===== src/rtl/pmic_i2c_pkg.sv =====
// pmic_i2c_pkg
// Shared definitions for the PMIC I2C path (i2c_listen -> i2c_txn_framer ->
// pmic_core): framer state encoding, decoded-byte field positions, the
// default PMIC device address and the transaction record width.
// No ports (package).
package pmic_i2c_pkg;

  typedef enum logic [2:0] {
    ST_IDLE = 3'd0,
    ST_ADDR = 3'd1,
    ST_REG  = 3'd2,
    ST_DATA = 3'd3,
    ST_SKIP = 3'd4,
    ST_EMIT = 3'd5
  } state_t;

  // Field positions inside the 9-bit decoded byte word.
  localparam int DATA_MSB = 8;
  localparam int DATA_LSB = 1;
  localparam int RW_BIT   = 1;
  localparam int NACK_BIT = 0;

  localparam logic [6:0] PMIC_DEV_ADDR = 7'h4A;
  localparam int         DEF_MAX_DATA  = 4;

  // addr + rw + reg + len + data lanes + nack + overflow
  function automatic int rec_width(input int max_data);
    return 7 + 1 + 8 + $clog2(max_data + 1) + 8 * max_data + 2;
  endfunction

  localparam int REC_W = rec_width(DEF_MAX_DATA);

endpackage


===== src/rtl/i2c_txn_framer_if.sv =====
// i2c_txn_framer_if
// Bundles the decoded byte stream coming in and the transaction record
// going out of the framer.
//   byte_in/byte_ready/sop/eot : decoded stream from i2c_listen
//   txn_valid/txn_ready        : record handshake with pmic_core
//   txn_*                      : record fields
//   drop_count                 : bytes lost while a record is held
// modport master = framer side, modport slave = producer/consumer side.
interface i2c_txn_framer_if #(
  parameter int MAX_DATA = pmic_i2c_pkg::DEF_MAX_DATA
);
  localparam int LEN_W = $clog2(MAX_DATA + 1);

  logic [8:0]            byte_in;
  logic                  byte_ready;
  logic                  sop;
  logic                  eot;
  logic                  txn_valid;
  logic                  txn_ready;
  logic [6:0]            txn_addr;
  logic                  txn_rw;
  logic [7:0]            txn_reg;
  logic [LEN_W-1:0]      txn_len;
  logic [8*MAX_DATA-1:0] txn_data;
  logic                  txn_nack;
  logic                  txn_overflow;
  logic [7:0]            drop_count;

  modport master (
    input  byte_in, byte_ready, sop, eot, txn_ready,
    output txn_valid, txn_addr, txn_rw, txn_reg, txn_len, txn_data,
           txn_nack, txn_overflow, drop_count
  );

  modport slave (
    output byte_in, byte_ready, sop, eot, txn_ready,
    input  txn_valid, txn_addr, txn_rw, txn_reg, txn_len, txn_data,
           txn_nack, txn_overflow, drop_count
  );
endinterface


===== src/rtl/i2c_txn_framer.sv =====
// i2c_txn_framer
// Assembles one I2C transaction (address, R/W, register offset, up to
// MAX_DATA data bytes, NACK/overflow flags) from the decoded byte stream and
// presents it as a record over a valid/ready handshake.
// Ports:
//   clk  : system clock, rising edge
//   rst  : asynchronous active-high reset
//   bus  : i2c_txn_framer_if.master (byte stream in, record out)
module i2c_txn_framer
  import pmic_i2c_pkg::*;
#(
  parameter int         MAX_DATA    = 4,
  parameter logic [6:0] DEV_ADDR    = PMIC_DEV_ADDR,
  parameter bit         ADDR_FILTER = 1'b1
) (
  input  logic              clk,
  input  logic              rst,
  i2c_txn_framer_if.master  bus
);

  localparam int               LEN_W   = $clog2(MAX_DATA + 1);
  localparam logic [LEN_W-1:0] LEN_MAX = LEN_W'(MAX_DATA);

  state_t                r_state, w_state;
  logic [6:0]            r_addr,  w_addr;
  logic                  r_rw,    w_rw;
  logic [7:0]            r_reg,   w_reg;
  logic [LEN_W-1:0]      r_len,   w_len;
  logic [8*MAX_DATA-1:0] r_data,  w_data;
  logic                  r_nack,  w_nack;
  logic                  r_ovf,   w_ovf;
  logic                  r_pend,  w_pend;   // START seen while emitting
  logic                  r_comb,  w_comb;   // write-reg + repeated START
  logic                  r_done,  w_done;   // address byte NACKed, await STOP
  logic [7:0]            r_drop,  w_drop;
  logic                  r_valid, w_valid;

  // Next-state/next-record logic. Events are applied in the order
  // byte_ready, eot, sop so a byte strobed with sop lands in the old frame.
  always_comb begin
    w_state = r_state;
    w_addr  = r_addr;
    w_rw    = r_rw;
    w_reg   = r_reg;
    w_len   = r_len;
    w_data  = r_data;
    w_nack  = r_nack;
    w_ovf   = r_ovf;
    w_pend  = r_pend;
    w_comb  = r_comb;
    w_done  = r_done;
    w_drop  = r_drop;

    if (bus.byte_ready) begin
      case (w_state)
        ST_ADDR: begin
          if (!w_done) begin
            w_addr = bus.byte_in[DATA_MSB:RW_BIT+1];
            w_rw   = bus.byte_in[RW_BIT];
            // A combined read keeps the offset (and flags) of its write half.
            if (!w_comb) begin
              w_data = '0;
              w_len  = '0;
              w_reg  = 8'h00;
              w_nack = 1'b0;
              w_ovf  = 1'b0;
            end else begin
              w_reg  = r_reg;
            end
            if (ADDR_FILTER && (bus.byte_in[DATA_MSB:RW_BIT+1] != DEV_ADDR)) begin
              w_state = ST_SKIP;
            end else if (bus.byte_in[NACK_BIT]) begin
              w_nack = 1'b1;
              w_done = 1'b1;
            end else if (bus.byte_in[RW_BIT]) begin
              w_state = ST_DATA;
            end else begin
              w_state = ST_REG;
            end
          end else begin
            w_done = 1'b1;
          end
        end
        ST_REG: begin
          w_reg   = bus.byte_in[DATA_MSB:DATA_LSB];
          w_nack  = w_nack | bus.byte_in[NACK_BIT];
          w_state = ST_DATA;
        end
        ST_DATA: begin
          if (w_len < LEN_MAX) begin
            w_data[8*int'(w_len) +: 8] = bus.byte_in[DATA_MSB:DATA_LSB];
            w_len = w_len + LEN_W'(1);
          end else begin
            w_ovf = 1'b1;
          end
          // Master NACK on the last read byte is normal, so only writes count.
          if (!w_rw) begin
            w_nack = w_nack | bus.byte_in[NACK_BIT];
          end else begin
            w_nack = w_nack;
          end
        end
        ST_EMIT: begin
          if (w_drop != 8'hFF) begin
            w_drop = w_drop + 8'd1;
          end else begin
            w_drop = w_drop;
          end
        end
        default: begin
          w_state = w_state;
        end
      endcase
    end else begin
      w_state = w_state;
    end

    if (bus.eot) begin
      case (w_state)
        ST_ADDR: w_state = w_done ? ST_EMIT : ST_IDLE;
        ST_REG:  w_state = ST_EMIT;
        ST_DATA: w_state = ST_EMIT;
        ST_SKIP: w_state = ST_IDLE;
        default: w_state = w_state;
      endcase
    end else begin
      w_state = w_state;
    end

    if (bus.sop) begin
      case (w_state)
        ST_ADDR: begin
          if (w_done) begin
            w_pend  = 1'b1;
            w_state = ST_EMIT;
          end else begin
            w_comb  = 1'b0;
            w_state = ST_ADDR;
          end
        end
        ST_DATA: begin
          if (!w_rw && (w_len == '0)) begin
            w_comb  = 1'b1;
            w_done  = 1'b0;
            w_state = ST_ADDR;
          end else begin
            w_pend  = 1'b1;
            w_state = ST_EMIT;
          end
        end
        ST_EMIT: begin
          w_pend = 1'b1;
        end
        default: begin
          // IDLE, REG, SKIP: fresh address phase
          w_comb  = 1'b0;
          w_done  = 1'b0;
          w_state = ST_ADDR;
        end
      endcase
    end else begin
      w_state = w_state;
    end

    // Handshake only for a record that was already presented this cycle.
    if ((r_state == ST_EMIT) && bus.txn_ready) begin
      w_comb = 1'b0;
      if (w_pend) begin
        w_pend  = 1'b0;
        w_done  = 1'b0;
        w_state = ST_ADDR;
      end else begin
        w_state = ST_IDLE;
      end
    end else begin
      w_comb = w_comb;
    end

    w_valid = (w_state == ST_EMIT);
  end

  // State and record registers.
  always_ff @(posedge clk or posedge rst) begin
    if (rst) begin
      r_state <= ST_IDLE;
      r_addr  <= 7'h00;
      r_rw    <= 1'b0;
      r_reg   <= 8'h00;
      r_len   <= '0;
      r_data  <= '0;
      r_nack  <= 1'b0;
      r_ovf   <= 1'b0;
      r_pend  <= 1'b0;
      r_comb  <= 1'b0;
      r_done  <= 1'b0;
      r_drop  <= 8'h00;
      r_valid <= 1'b0;
    end else begin
      r_state <= w_state;
      r_addr  <= w_addr;
      r_rw    <= w_rw;
      r_reg   <= w_reg;
      r_len   <= w_len;
      r_data  <= w_data;
      r_nack  <= w_nack;
      r_ovf   <= w_ovf;
      r_pend  <= w_pend;
      r_comb  <= w_comb;
      r_done  <= w_done;
      r_drop  <= w_drop;
      r_valid <= w_valid;
    end
  end

  assign bus.txn_valid    = r_valid;
  assign bus.txn_addr     = r_addr;
  assign bus.txn_rw       = r_rw;
  assign bus.txn_reg      = r_reg;
  assign bus.txn_len      = r_len;
  assign bus.txn_data     = r_data;
  assign bus.txn_nack     = r_nack;
  assign bus.txn_overflow = r_ovf;
  assign bus.drop_count   = r_drop;

endmodule


===== src/flat_wrapper.sv =====
// flat-port wrapper written by rule: the top's interface ports become plain ports
module i2c_txn_framer_flat import pmic_i2c_pkg::*;
#(
  parameter int         MAX_DATA    = 4,
  parameter logic [6:0] DEV_ADDR    = PMIC_DEV_ADDR,
  parameter bit         ADDR_FILTER = 1'b1
)
  (clk, rst, bus_byte_in, bus_byte_ready, bus_sop, bus_eot, bus_txn_ready, bus_txn_valid, bus_txn_addr, bus_txn_rw, bus_txn_reg, bus_txn_len, bus_txn_data, bus_txn_nack, bus_txn_overflow, bus_drop_count);
  i2c_txn_framer_if #(.MAX_DATA(MAX_DATA)) bus_i ();
  input  logic clk;
  input  logic rst;
  input wire logic [$bits(bus_i.byte_in)-1:0] bus_byte_in;
  input wire logic [$bits(bus_i.byte_ready)-1:0] bus_byte_ready;
  input wire logic [$bits(bus_i.sop)-1:0] bus_sop;
  input wire logic [$bits(bus_i.eot)-1:0] bus_eot;
  input wire logic [$bits(bus_i.txn_ready)-1:0] bus_txn_ready;
  output wire logic [$bits(bus_i.txn_valid)-1:0] bus_txn_valid;
  output wire logic [$bits(bus_i.txn_addr)-1:0] bus_txn_addr;
  output wire logic [$bits(bus_i.txn_rw)-1:0] bus_txn_rw;
  output wire logic [$bits(bus_i.txn_reg)-1:0] bus_txn_reg;
  output wire logic [$bits(bus_i.txn_len)-1:0] bus_txn_len;
  output wire logic [$bits(bus_i.txn_data)-1:0] bus_txn_data;
  output wire logic [$bits(bus_i.txn_nack)-1:0] bus_txn_nack;
  output wire logic [$bits(bus_i.txn_overflow)-1:0] bus_txn_overflow;
  output wire logic [$bits(bus_i.drop_count)-1:0] bus_drop_count;
  assign bus_i.byte_in = bus_byte_in;
  assign bus_i.byte_ready = bus_byte_ready;
  assign bus_i.sop = bus_sop;
  assign bus_i.eot = bus_eot;
  assign bus_i.txn_ready = bus_txn_ready;
  assign bus_txn_valid = bus_i.txn_valid;
  assign bus_txn_addr = bus_i.txn_addr;
  assign bus_txn_rw = bus_i.txn_rw;
  assign bus_txn_reg = bus_i.txn_reg;
  assign bus_txn_len = bus_i.txn_len;
  assign bus_txn_data = bus_i.txn_data;
  assign bus_txn_nack = bus_i.txn_nack;
  assign bus_txn_overflow = bus_i.txn_overflow;
  assign bus_drop_count = bus_i.drop_count;
  i2c_txn_framer #(.MAX_DATA(MAX_DATA), .DEV_ADDR(DEV_ADDR), .ADDR_FILTER(ADDR_FILTER)) u_core (.clk(clk), .rst(rst), .bus(bus_i));
endmodule

===== config.mk =====
export PLATFORM = sky130hd
export DESIGN_NAME = i2c_txn_framer_flat
export DESIGN_NICKNAME = d
export VERILOG_FILES = /design/src/rtl/pmic_i2c_pkg.sv /design/src/rtl/i2c_txn_framer_if.sv /design/src/rtl/i2c_txn_framer.sv /design/src/flat_wrapper.sv
export SDC_FILE = /design/constraint.sdc
export NUM_CORES = 1
export LEC_CHECK = 0
export ABC_AREA = 1
export CELL_PAD_IN_SITES_DETAIL_PLACEMENT = 0
export CELL_PAD_IN_SITES_GLOBAL_PLACEMENT = 1
export CORE_UTILIZATION = 33
export DETAILED_ROUTE_END_ITERATION = 10
export PLACE_DENSITY = 0.85
export SLEW_MARGIN = 20
export SYNTH_ARGS = -nofsm -noshare
export SYNTH_HDL_FRONTEND = slang
export SYNTH_SLANG_ARGS = --single-unit

===== constraint.sdc =====
create_clock -name clk -period 2.2 [get_ports clk]
set_input_delay 0.44 -clock clk [delete_from_list [all_inputs] [get_ports clk]]
set_output_delay 0.44 -clock clk [all_outputs]
set_load 0.05 [all_outputs]

==> metrics.log, run 1 <==
[metrics] outcome: completed
[metrics] number of flip-flops under the largest register name: 32
[metrics] synthesized instance count: between 300 and 400
[metrics] final instance area: 4960 µm²
[metrics] total I/O pin count: 77
[metrics] Total Neg Setup Slack: 0 ps
[metrics] endpoint required time on the critical path: ~1800 ps
[metrics] NumNets Final: 536
[metrics] Avg Inst Size Synth: 8.70 µm²
[metrics] fraction of the cycle the final worst path needs: 0.959
[metrics] final setup vio count: 0
[metrics] Sequential Power Share: 0.294
[metrics] Via Count: 3085
[metrics] register bit total from synthesis: 68
[metrics] row count: 36
[metrics] worst path buffer plus inverter count: 1
[metrics] synth-to-layout area growth: 49.8%
[metrics] P_leak: 2.37 nW
[metrics] switching power: 2.42 mW
[metrics] CP Launch Type: flop
[metrics] post-synthesis net count: approximately 400
[metrics] depth of the CTS H-tree: 3
[metrics] count of input and output buffers: 76
[metrics] number of global-route vias before repair: 3016
[metrics] clock tree from TritonCTS: built
[metrics] pin slew with the least headroom to its limit: 538 ps
[metrics] max capacitance violation total: 0
[metrics] Yosys warning total: 0
[metrics] routed wire length: 8.78 mm
[metrics] top cell family by delay on the critical path: buffers and inverters
[metrics] Final GP Congestion: 0.833
[metrics] start point of the critical path: u_core.bus.txn_len[0]
[metrics] top library cells by usage in the layout, fill and taps aside: 94 x sky130_fd_sc_hd__nand2_1, 66 x sky130_fd_sc_hd__clkdlybuf4s50_1, 65 x sky130_fd_sc_hd__dfrtp_1
[metrics] Fmax achieved: 474 MHz
[metrics] final hold slack: 386 ps
[metrics] first-pass GRT wire length: 14.3 mm
[metrics] Min Clock Period, post-route: 2110 ps
[metrics] type of the worst setup path: flop to output pin
[metrics] worst setup slack after layout: 90.3 ps
[metrics] setup repair after global routing missed its margin: true
[metrics] maximum fanout count along the critical path: 7
[metrics] Setup WS pre-CTS: -364 ps
[metrics] Layout Skew: 12.3 ps
[metrics] relative max-transition margin: 0.639
[metrics] number of iterations in the first detailed-routing pass: 4
[metrics] Power per Cell Area: between 1000 and 1500 nW/µm²
[metrics] Clock Tree Root: sky130_fd_sc_hd__clkbuf_8
[metrics] number of hold violations in the final report: 0
[metrics] leftover overflow at the end of global routing: 0
[metrics] insertion delay to the later sink of the worst-skew pair: between 300 and 400 ps
[metrics] type of destination of the critical path: output pin
[metrics] number of different library cells in the post-synthesis netlist: 31
[metrics] global router's overall resource usage: 0.179
[metrics] FF-to-FF Start: u_core.r_state[2]
[metrics] Routed WL per cell: between 10 and 15 µm
[metrics] remaining routing DRC violations: 0
[metrics] sequential element share of the synthesized area: 0.513
[metrics] Die Footprint: 10400 µm²
[metrics] max-slew violations: 0
[metrics] area of the placeable core: a little under 10000 µm²
[metrics] Gate power share: 0.499
[metrics] Avg Vias per Cell: 4.74
[metrics] share of layout cells above drive strength 1: 0.228
[metrics] remaining antenna violation count after routing: 0
[metrics] Slowest Stage Delay on Critical Path: 840 ps
[metrics] initial core utilization: 0.339
[metrics] most common cell after layout, fill and taps aside: sky130_fd_sc_hd__nand2_1
[metrics] VDD IR max: 595 µV
[metrics] share of power burned in the clock network: 0.207
[metrics] floorplan die width: 102 µm
[metrics] arrival time reported for the critical path endpoint: 1670 ps
[metrics] antenna violations before repair: 0
[metrics] worst-path cell chain: clkdlybuf4s50_1
[metrics] Placed Instance Area: 4600 µm²
[metrics] clock transition at the registers of the reported paths: 80 ps
[metrics] Hold Path Class: input pin to flop
[metrics] number of antenna cells inserted: 0
[metrics] 1st-iter DRT viols: 96
[metrics] Chip Height: 102 µm
[metrics] maximum clock insertion buffer count: 2
[metrics] dpl hpwl: 6.43 mm
[metrics] critical hold path startpoint: bus_byte_in[7]
[metrics] largest net degree at the start of global routing: 40
[metrics] total CTS buffers: 9
[metrics] switching power as a share of total power: 0.436
[metrics] total internal power: 3.13 mW
[metrics] number of clock sinks seen by CTS: 68
[metrics] CP max stage cell: sky130_fd_sc_hd__clkdlybuf4s50_1
[metrics] summed instance area of the synthesized netlist: 3310 µm²
==> final cells by class <==
type / count / area [µm²]
clock buffer: 9 / 124
clock inverter: 6 / 90.1
fill: 925 / 4810
inverter: 49 / 193
multi-input combinational: 258 / 1480
sequential: 68 / 1710
tap: 133 / 166
timing repair buffer: 128 / 1200
==> synthesized netlist by cell type <==
library cell	n	area [µm²]
sky130_fd_sc_hd__nand2_1	101	379
sky130_fd_sc_hd__dfrtp_1	68	1700
sky130_fd_sc_hd__inv_1	42	158
sky130_fd_sc_hd__o21ai_0	26	130
sky130_fd_sc_hd__nand3_1	23	115
sky130_fd_sc_hd__nor2_1	21	78.8
sky130_fd_sc_hd__o41ai_1	16	140
sky130_fd_sc_hd__o31ai_1	10	75.1
sky130_fd_sc_hd__a21oi_1	9	45.0
sky130_fd_sc_hd__nand2_2	8	50.1
sky130_fd_sc_hd__ha_1	7	87.6
sky130_fd_sc_hd__nor2_4	6	67.6
sky130_fd_sc_hd__inv_2	5	18.8
sky130_fd_sc_hd__xor2_1	5	43.8
sky130_fd_sc_hd__nand4_1	4	25.0
sky130_fd_sc_hd__nor3_1	4	20.0
sky130_fd_sc_hd__o21ai_1	4	20.0
sky130_fd_sc_hd__clkbuf_1	3	11.3
sky130_fd_sc_hd__nor2_2	3	18.8
sky130_fd_sc_hd__buf_2	2	10.0
sky130_fd_sc_hd__clkinv_1	2	7.51
sky130_fd_sc_hd__nor4_1	2	12.5
sky130_fd_sc_hd__xnor2_1	2	17.5
sky130_fd_sc_hd__and2_1	1	6.26
sky130_fd_sc_hd__buf_4	1	7.51
sky130_fd_sc_hd__mux2i_4	1	22.5
sky130_fd_sc_hd__nand3_2	1	10.0
sky130_fd_sc_hd__nor3b_1	1	7.51
sky130_fd_sc_hd__o21ai_2	1	8.76
sky130_fd_sc_hd__o22ai_2	1	12.5
sky130_fd_sc_hd__or2_2	1	6.26
==> power groups by stage <==
stage               Combinational (mW)  Sequential (mW)  Clock [mW]
finish                            2.77             1.63        1.15
global route                      3.03             1.67        1.21
CTS                               2.59             1.64        1.17
detailed placement                2.58             1.65           0
global placement                  2.53             1.65           0
floorplan                         1.16             2.15           0
==> routing by layer <==
metal	global-route usage	wire [µm]	up-vias	part of all wire
met3	0.0458	483	13	0.055
met1	0.229	3960	1451	0.45
met2	0.292	4200	91	0.48
li1	-	-	1530	-
met4	0.0670	130	0	0.015
met5	0	0	-	0
==> final timing paths <==
check / end / slack (ps) / cells after the start
worst max-delay path: bus_txn_len[0] / 90 / 1
worst min-delay path: u_core.bus.txn_reg[6] / 390 / 3
worst max register to register: u_core.bus.txn_valid / 140 / 16
worst min register to register: u_core.bus.txn_data[17] / 480 / 2
max in group asynchronous: u_core.bus.txn_data[12] / 1200 / 3
min in group asynchronous: u_core.bus.txn_len[2] / 470 / 2
==> through the flow <==
| step | total power, mW | cells | util |
|---|---|---|---|
| after detailed placement | 4.23 | 629 | 0.471 |
| after global routing | 5.91 | 651 | 0.508 |
| after CTS | 5.40 | 644 | 0.493 |
| after floorplan | 3.30 | 381 | - |
| final | 5.56 | 651 | 0.508 |
| after global placement | 4.18 | 629 | 0.471 |
==> repair_timing <==
| action | in CTS | in global routing |
|---|---|---|
| hold buffers | 0 | 0 |
| setup endpoints to repair | 2 | 27 |
| resized for setup | 1 | 29 |
| buffers inserted | 0 | 7 |
| cloned | 0 | 0 |
| pin swaps | 0 | 10 |
==> logic make-up after synthesis <==
group,synth area share
buffers and inverters,0.0642
xor gates and xnor gates,0.0185
AOI/OAI and AO/OA,0.130
and+or+nand+nor,0.240
muxes,0.00679
DFF,0.513
adders and majority gates,0.0264
Power figures use the tool's default switching activity.
==> run 2, diff against run 1 <==
--- a/config.mk
+++ b/config.mk
@@ -8,6 +8,7 @@
 export ABC_AREA = 1
 export CELL_PAD_IN_SITES_DETAIL_PLACEMENT = 0
 export CELL_PAD_IN_SITES_GLOBAL_PLACEMENT = 1
+export CORE_MARGIN = 5
 export CORE_UTILIZATION = 33
 export DETAILED_ROUTE_END_ITERATION = 10
 export PLACE_DENSITY = 0.85
==> run 2 against run 1 <==
Compared with the run above:
- global-route usage decreased by 2.8 points
- worst hold slack improved by 24 ps
- non-clock buffer count decreased by 4
- power increased by 0.72%
- largest cell class unchanged
- register-to-register slack got worse by 40 ps
- utilization increased by 0.051 points
- via count increased by 0.55%
- cell area increased by 0.10%
==> metrics.log, run 2 (synthesized netlist as in run 1, its figures left out) <==
[metrics] largest net degree at the start of global routing: 31
[metrics] final instance area: a little under 5000 µm²
[metrics] VDD IR max: around 630 µV
[metrics] Hold Path Class: input pin to flop
[metrics] number of flip-flops under the largest register name: 32
[metrics] most common cell after layout, fill and taps aside: sky130_fd_sc_hd__nand2_1
[metrics] outcome: completed
[metrics] maximum fanout count along the critical path: 7
[metrics] initial core utilization: 0.339
[metrics] post-layout total power: 5.60 mW
[metrics] number of antenna cells inserted: 0
[metrics] number of clock sinks seen by CTS: 68
[metrics] Fmax achieved: 476 MHz
[metrics] type of destination of the critical path: flop
[metrics] depth of the CTS H-tree: 3
[metrics] row count: 36
[metrics] clock transition at the registers of the reported paths: 80 ps
[metrics] final setup vio count: 0
[metrics] arrival time reported for the critical path endpoint: 2370 ps
[metrics] remaining antenna violation count after routing: 0
[metrics] Placed Instance Area: 4590 µm²
[metrics] number of hold violations in the final report: 0
[metrics] Chip Height: 110 µm
[metrics] global router's overall resource usage: 0.151
[metrics] antenna violations before repair: 0
[metrics] Setup WS pre-CTS: -399 ps
[metrics] placed cell count: ~630
[metrics] Clock Tree Root: sky130_fd_sc_hd__clkbuf_8
[metrics] worst setup slack after layout: 101 ps
[metrics] Min Clock Period, post-route: 2100 ps
[metrics] first-pass GRT wire length: about 14 mm
[metrics] final hold slack: 410 ps
[metrics] CP Launch Type: flop
[metrics] worst reg2reg path depth: 16
[metrics] share of layout cells above drive strength 1: 0.231
[metrics] remaining routing DRC violations: 0
[metrics] floorplan die width: 110 µm
[metrics] synth-to-layout area growth: 49.9%
[metrics] instance count along the most critical hold path: 3
[metrics] Avg Vias per Cell: between 4 and 5
[metrics] endpoint required time on the critical path: around 2500 ps
[metrics] leftover overflow at the end of global routing: 0
[metrics] Die Footprint: 12100 µm²
[metrics] routed wire length: 9.11 mm
[metrics] clock tree from TritonCTS: built
[metrics] total I/O pin count: 77
[metrics] area of the placeable core: roughly 9800 µm²
[metrics] fraction of the cycle the final worst path needs: 0.954
[metrics] 1st-iter DRT viols: between 100 and 150
[metrics] Final GP Congestion: 0.841
[metrics] total CTS buffers: 9
[metrics] Layout Skew: 10.9 ps
[metrics] relative max-transition margin: 0.606
[metrics] maximum clock insertion buffer count: 2
[metrics] P_leak: 2.38 nW
[metrics] Routed WL per cell: ~14 µm
[metrics] dpl hpwl: between 6 and 7 mm
[metrics] Total Neg Setup Slack: 0 ps
[metrics] max capacitance violation total: 0
[metrics] Via Count: 3102
[metrics] max-slew violations: 0
[metrics] type of the worst setup path: flop to flop
[metrics] number of iterations in the first detailed-routing pass: 4
[metrics] pin slew with the least headroom to its limit: 588 ps
[metrics] Power per Cell Area: between 1000 and 1500 nW/µm²
[metrics] setup repair after global routing missed its margin: true
[metrics] count of input and output buffers: 76
[metrics] top library cells by usage in the layout, fill and taps aside: 92 x sky130_fd_sc_hd__nand2_1, 65 x sky130_fd_sc_hd__clkdlybuf4s50_1, 65 x sky130_fd_sc_hd__dfrtp_1
[metrics] count of placed standard cells in the final layout, fillers left out: about 650
[metrics] insertion delay to the later sink of the worst-skew pair: 340 ps
[metrics] end-of-flow core utilization: 0.508
[metrics] number of global-route vias before repair: 2943
[metrics] NumNets Final: 532
## run 2: worst paths after layout
check                           slack, ps                    start                 endpoint
worst max-delay path                  100        u_core.r_state[2]     u_core.bus.txn_valid
worst max register to register        100        u_core.r_state[2]     u_core.bus.txn_valid
min in group asynchronous             470                      rst  u_core.bus.txn_overflow
worst min register to register        480  u_core.bus.txn_data[19]  u_core.bus.txn_data[19]
max in group asynchronous            1220                      rst        u_core.r_state[0]
worst min-delay path                  410           bus_byte_in[7]    u_core.bus.txn_reg[6]
## run 2: power by group
part | leakage (nW) | switching, mW | internal, mW | total [mW]
Combinational | 1.35 | 1.73 | 0.983 | 2.71
Sequential | 0.907 | 0.185 | 1.45 | 1.63
Clock | 0.120 | 0.491 | 0.756 | 1.25
## run 2: routing by layer
layer / vias to the layer above / global-route usage / share of wire
met2: 97 / 0.240 / 0.47
met5: - / 0 / 0
met4: 0 / 0.0563 / 0.023
met1: 1455 / 0.202 / 0.44
met3: 25 / 0.0320 / 0.059
li1: 1525 / - / -
## run 2: cell type report
type,instances,area [µm²]
flip-flops and latches,68,1710
inverters,49,193
repair buffers,124,1170
fillers,926,4810
multi-input cells,258,1490
clock inverters,6,113
well taps,133,166
clock buffers,10,128
## run 2: what timing repair did
item                                   in CTS  in global routing
gates cloned                                0                  0
resized for setup                           6                 29
setup buffers                               0                  5
setup endpoints to repair                   3                 22
pin swaps                                   0                 13
hold buffers                                0                  0
endpoints found under the hold margin       0                  0
## run 2: critical path, cell delays in order, from the launching register on
cell,delay (ps)
sky130_fd_sc_hd__dfrtp_1,390
sky130_fd_sc_hd__inv_2,120
sky130_fd_sc_hd__nand2_2,120
sky130_fd_sc_hd__nor2_4,200
sky130_fd_sc_hd__nand2_1,70
sky130_fd_sc_hd__a21oi_1,120
sky130_fd_sc_hd__o21ai_1,80
sky130_fd_sc_hd__o21ai_0,120
sky130_fd_sc_hd__nor2_1,70
sky130_fd_sc_hd__and2_1,160
sky130_fd_sc_hd__nor2_2,130
sky130_fd_sc_hd__inv_1,70
sky130_fd_sc_hd__nand2_2,70
sky130_fd_sc_hd__nand2_2,50
sky130_fd_sc_hd__nand3_1,90
sky130_fd_sc_hd__nand2_2,70
sky130_fd_sc_hd__nor2_2,110
==> patch (settings of run 2) <==
`ADDR_FILTER` is set to 1'b1 in 2 places; all go to 1'b0.
--- a/src/rtl/i2c_txn_framer.sv
+++ b/src/rtl/i2c_txn_framer.sv
@@ -12,5 +12,5 @@
   parameter int         MAX_DATA    = 4,
   parameter logic [6:0] DEV_ADDR    = PMIC_DEV_ADDR,
-  parameter bit         ADDR_FILTER = 1'b1
+  parameter bit         ADDR_FILTER = 1'b0
 ) (
   input  logic              clk,
--- a/src/flat_wrapper.sv
+++ b/src/flat_wrapper.sv
@@ -4,5 +4,5 @@
   parameter int         MAX_DATA    = 4,
   parameter logic [6:0] DEV_ADDR    = PMIC_DEV_ADDR,
-  parameter bit         ADDR_FILTER = 1'b1
+  parameter bit         ADDR_FILTER = 1'b0
 )
   (clk, rst, bus_byte_in, bus_byte_ready, bus_sop, bus_eot, bus_txn_ready, bus_txn_valid, bus_txn_addr, bus_txn_rw, bus_txn_reg, bus_txn_len, bus_txn_data, bus_txn_nack, bus_txn_overflow, bus_drop_count);
Function: changed (a bounded check fails within 4 cycles, from zero or initial values and one cycle with rst high).
==> patch against run 2 <==
Highest routed layer unchanged. Sequential cell count did not move. Largest power group unchanged. Sequential share of layout area up 2.5 points. Largest cell class unchanged. Power is 7.4% lower. Worst setup slack improved by 0.023 ns. Synthesized area is 1.2% lower. Clock power down 16%. Global-route usage is 0.12 points lower. Final area is 6.9% lower. Wire length decreased by 5.2%.
==> patch: results (changes against run 2) <==
Run status
  – Outcome: finished clean (unchanged)

Clock network
  – Clock Pin Slew Worst Setup and Hold Paths: 0.08 ns (about the same)

Route
  – Met1 Wirelength: 3.90 mm (was 4.04 mm)
  – Met3 wire len: 571 um (was 534 um)
  – Met2 Routed Length: 4.00 mm (was 4.32 mm)
  – Wire per inst: 14.4 um (was 14.1 um)
  – Vias: 2898 (was 3102)
  – Via/cell ratio: 4.81 (was 4.79)

Worst setup path
  – Reg2Reg Setup Slack: 0.15 ns (was 0.10 ns)
  – Slowest CP cell: clkdlybuf4s50_1 (was dfrtp_1)
  – R2R depth: 7 (was 16)
  – RR Endpoint: u_core.bus.txn_data[29]$_DFFE_PP0P_ (was u_core.bus.txn_valid$_DFF_PP0_)
  – Arr. time, crit path: 1.64 ns (was 2.37 ns)
  – CP peak stage delay: 0.83 ns (was 0.39 ns)
  – Crit path to: bus_txn_len[0] (was u_core.bus.txn_valid$_DFF_PP0_)
  – Crit path launch: u_core.bus.txn_len[0]$_DFF_PP0_ (was u_core.r_state[2]$_DFF_PP0_)
  – FF-to-FF Start: u_core.bus.txn_len[1]$_DFF_PP0_ (was u_core.r_state[2]$_DFF_PP0_)
  – Worst-path fanout max: 8 (was 7)
  – Family with the most delay on the worst path: buffers and inverters (was simple AND/OR/NAND/NOR gates)

Timing
  – Clk_skew: 0.00978 ns (was 0.0109 ns)
  – Slew Viols, Final: 0 (unchanged)
  – Headroom to the max-slew limit: 0.628 (was 0.606)

Placement
  – Detailed Place HPWL: 6.41 mm (was 6.75 mm)
  – Placed Cells: 584 (was 627)
  – RePlAce Congestion: 0.862 (was 0.841)

Layout
  – # nets final: 486 (was 532)
  – Share of cells above drive strength 1: 0.171 (was 0.231)
  – Fillers: 933 (was 926)
  – Antenna diodes: 0 (unchanged)

Synth
  – Yosys warning count: 0 (unchanged)
  – Post-Syn Nets: 380 (was 403)
  – Synth top cells by count: nand2_1 (86), dfrtp_1 (68), inv_1 (47) (was nand2_1 (101), dfrtp_1 (68), inv_1 (42))
  – Number of distinct library cells after synthesis: 35 (was 31)
  – Syn avg cell area: 9.14 um2 (was 8.70 um2)
  – Seq/Total Area, Yosys: 0.520 (was 0.513)
  – Synth area leaders: dfrtp_1 (52%), nand2_1 (9.9%), inv_1 (5.4%) (was dfrtp_1 (51%), nand2_1 (11%), inv_1 (4.8%))

Power
  – P_sw: 2.34 mW (was 2.41 mW)
  – Lkg Pwr: 2.08 nW (was 2.38 nW)
  – VDD IR-drop max: 0.699 mV (was 0.635 mV)

GRT
  – M1 GR Usage: 0.197 (was 0.202)
  – GR Util met2: 0.236 (was 0.240)
  – First-pass GRT wire length: 14.0 mm (was 14.3 mm)
  – M3 GR Usage: 0.0423 (was 0.0320)
  – Vias in the first global route: 2839 (was 2943)
  – Gr usage total: 0.149 (was 0.151)
  – Pin count of the biggest net entering global routing: 69 (was 31)

Hold path
  – Min-delay worst type: reg -> reg (was in -> reg)
## patch: changes by cell type in the layout (fill, tap and decap cells not counted), sizes merged, moves of 3 or more
cell / change
nand2: -22
buf: -21
nor2: -15
clkdlybuf4s50: +10
dlymetal6s2s: -9
mux2: +7
nand4: +6
clkinvlp: +3
## patch: layout make-up
cell class	instances	area share
sequential	68	0.369
multi-input combinational	232	0.294
timing repair buffer	104	0.216
inverter	49	0.0417
tap	133	0.0360
clock buffer	9	0.0268
clock inverter	7	0.0162
## patch: worst register-to-register path: stages (launching register included)
cell,delay (ns)
dfrtp_1,0.45
inv_1,0.13
ha_1,0.21
ha_1,0.34
nand2_1,0.08
a21oi_1,0.17
inv_1,0.23
o41ai_1,0.33
## patch: repair_timing
action | in CTS | in global routing
setup endpoints to repair | 0 | 13
buffers inserted | 0 | 2
gates resized for setup | 0 | 10
## patch: worst min path at each step
stage	startpoint	cells past startpoint	endpoint	slack [ns]
finish	u_core.bus.txn_data[21]$_DFFE_PP0P_	2	u_core.bus.txn_data[21]$_DFFE_PP0P_	0.49
global route	u_core.bus.txn_data[25]$_DFFE_PP0P_	2	u_core.bus.txn_data[25]$_DFFE_PP0P_	0.52
CTS	u_core.bus.txn_data[21]$_DFFE_PP0P_	2	u_core.bus.txn_data[21]$_DFFE_PP0P_	0.49
detailed placement	u_core.bus.txn_data[21]$_DFFE_PP0P_	2	u_core.bus.txn_data[21]$_DFFE_PP0P_	0.47
global placement	u_core.bus.txn_data[20]$_DFFE_PP0P_	2	u_core.bus.txn_data[20]$_DFFE_PP0P_	0.47
floorplan	bus_sop	1	u_core.r_state[1]$_DFF_PP0_	0.52
## patch: power by group through the flow
stage	clock (mW)	sequential, mW	combinational (mW)
global route	1.13	1.73	2.66
floorplan	0	2.23	1.11
detailed placement	0	1.71	2.41
finish	1.05	1.69	2.44
CTS	1.09	1.69	2.42
global placement	0	1.70	2.38
## patch: stage by stage
stage | utilization | instance area, um2 | setup TNS (ns) | setup WS, ns | power, mW
after floorplan | - | 3290 | 0 | 0.0302 | 3.34
after global placement | 0.450 | 4380 | -2.24 | -0.215 | 4.08
after detailed placement | 0.450 | 4380 | -3.89 | -0.284 | 4.12
after CTS | 0.471 | 4580 | 0 | 0.0798 | 5.19
after global routing | 0.475 | 4620 | -0.0677 | -0.0315 | 5.51
final | 0.475 | 4620 | 0 | 0.124 | 5.18
## patch: cell families (layout without fill, tap and decap cells)
group,count (synthesis),in the layout,share of synthesized area
DFF,68,68,0.520
muxes,7,7,0.0241
adders and majority gates,7,7,0.0268
xor gates and xnor gates,7,7,0.0187
AOI/OAI and AO/OA,70,70,0.145
buffers and inverters,58,169,0.0703
and+or+nand+nor,141,141,0.195
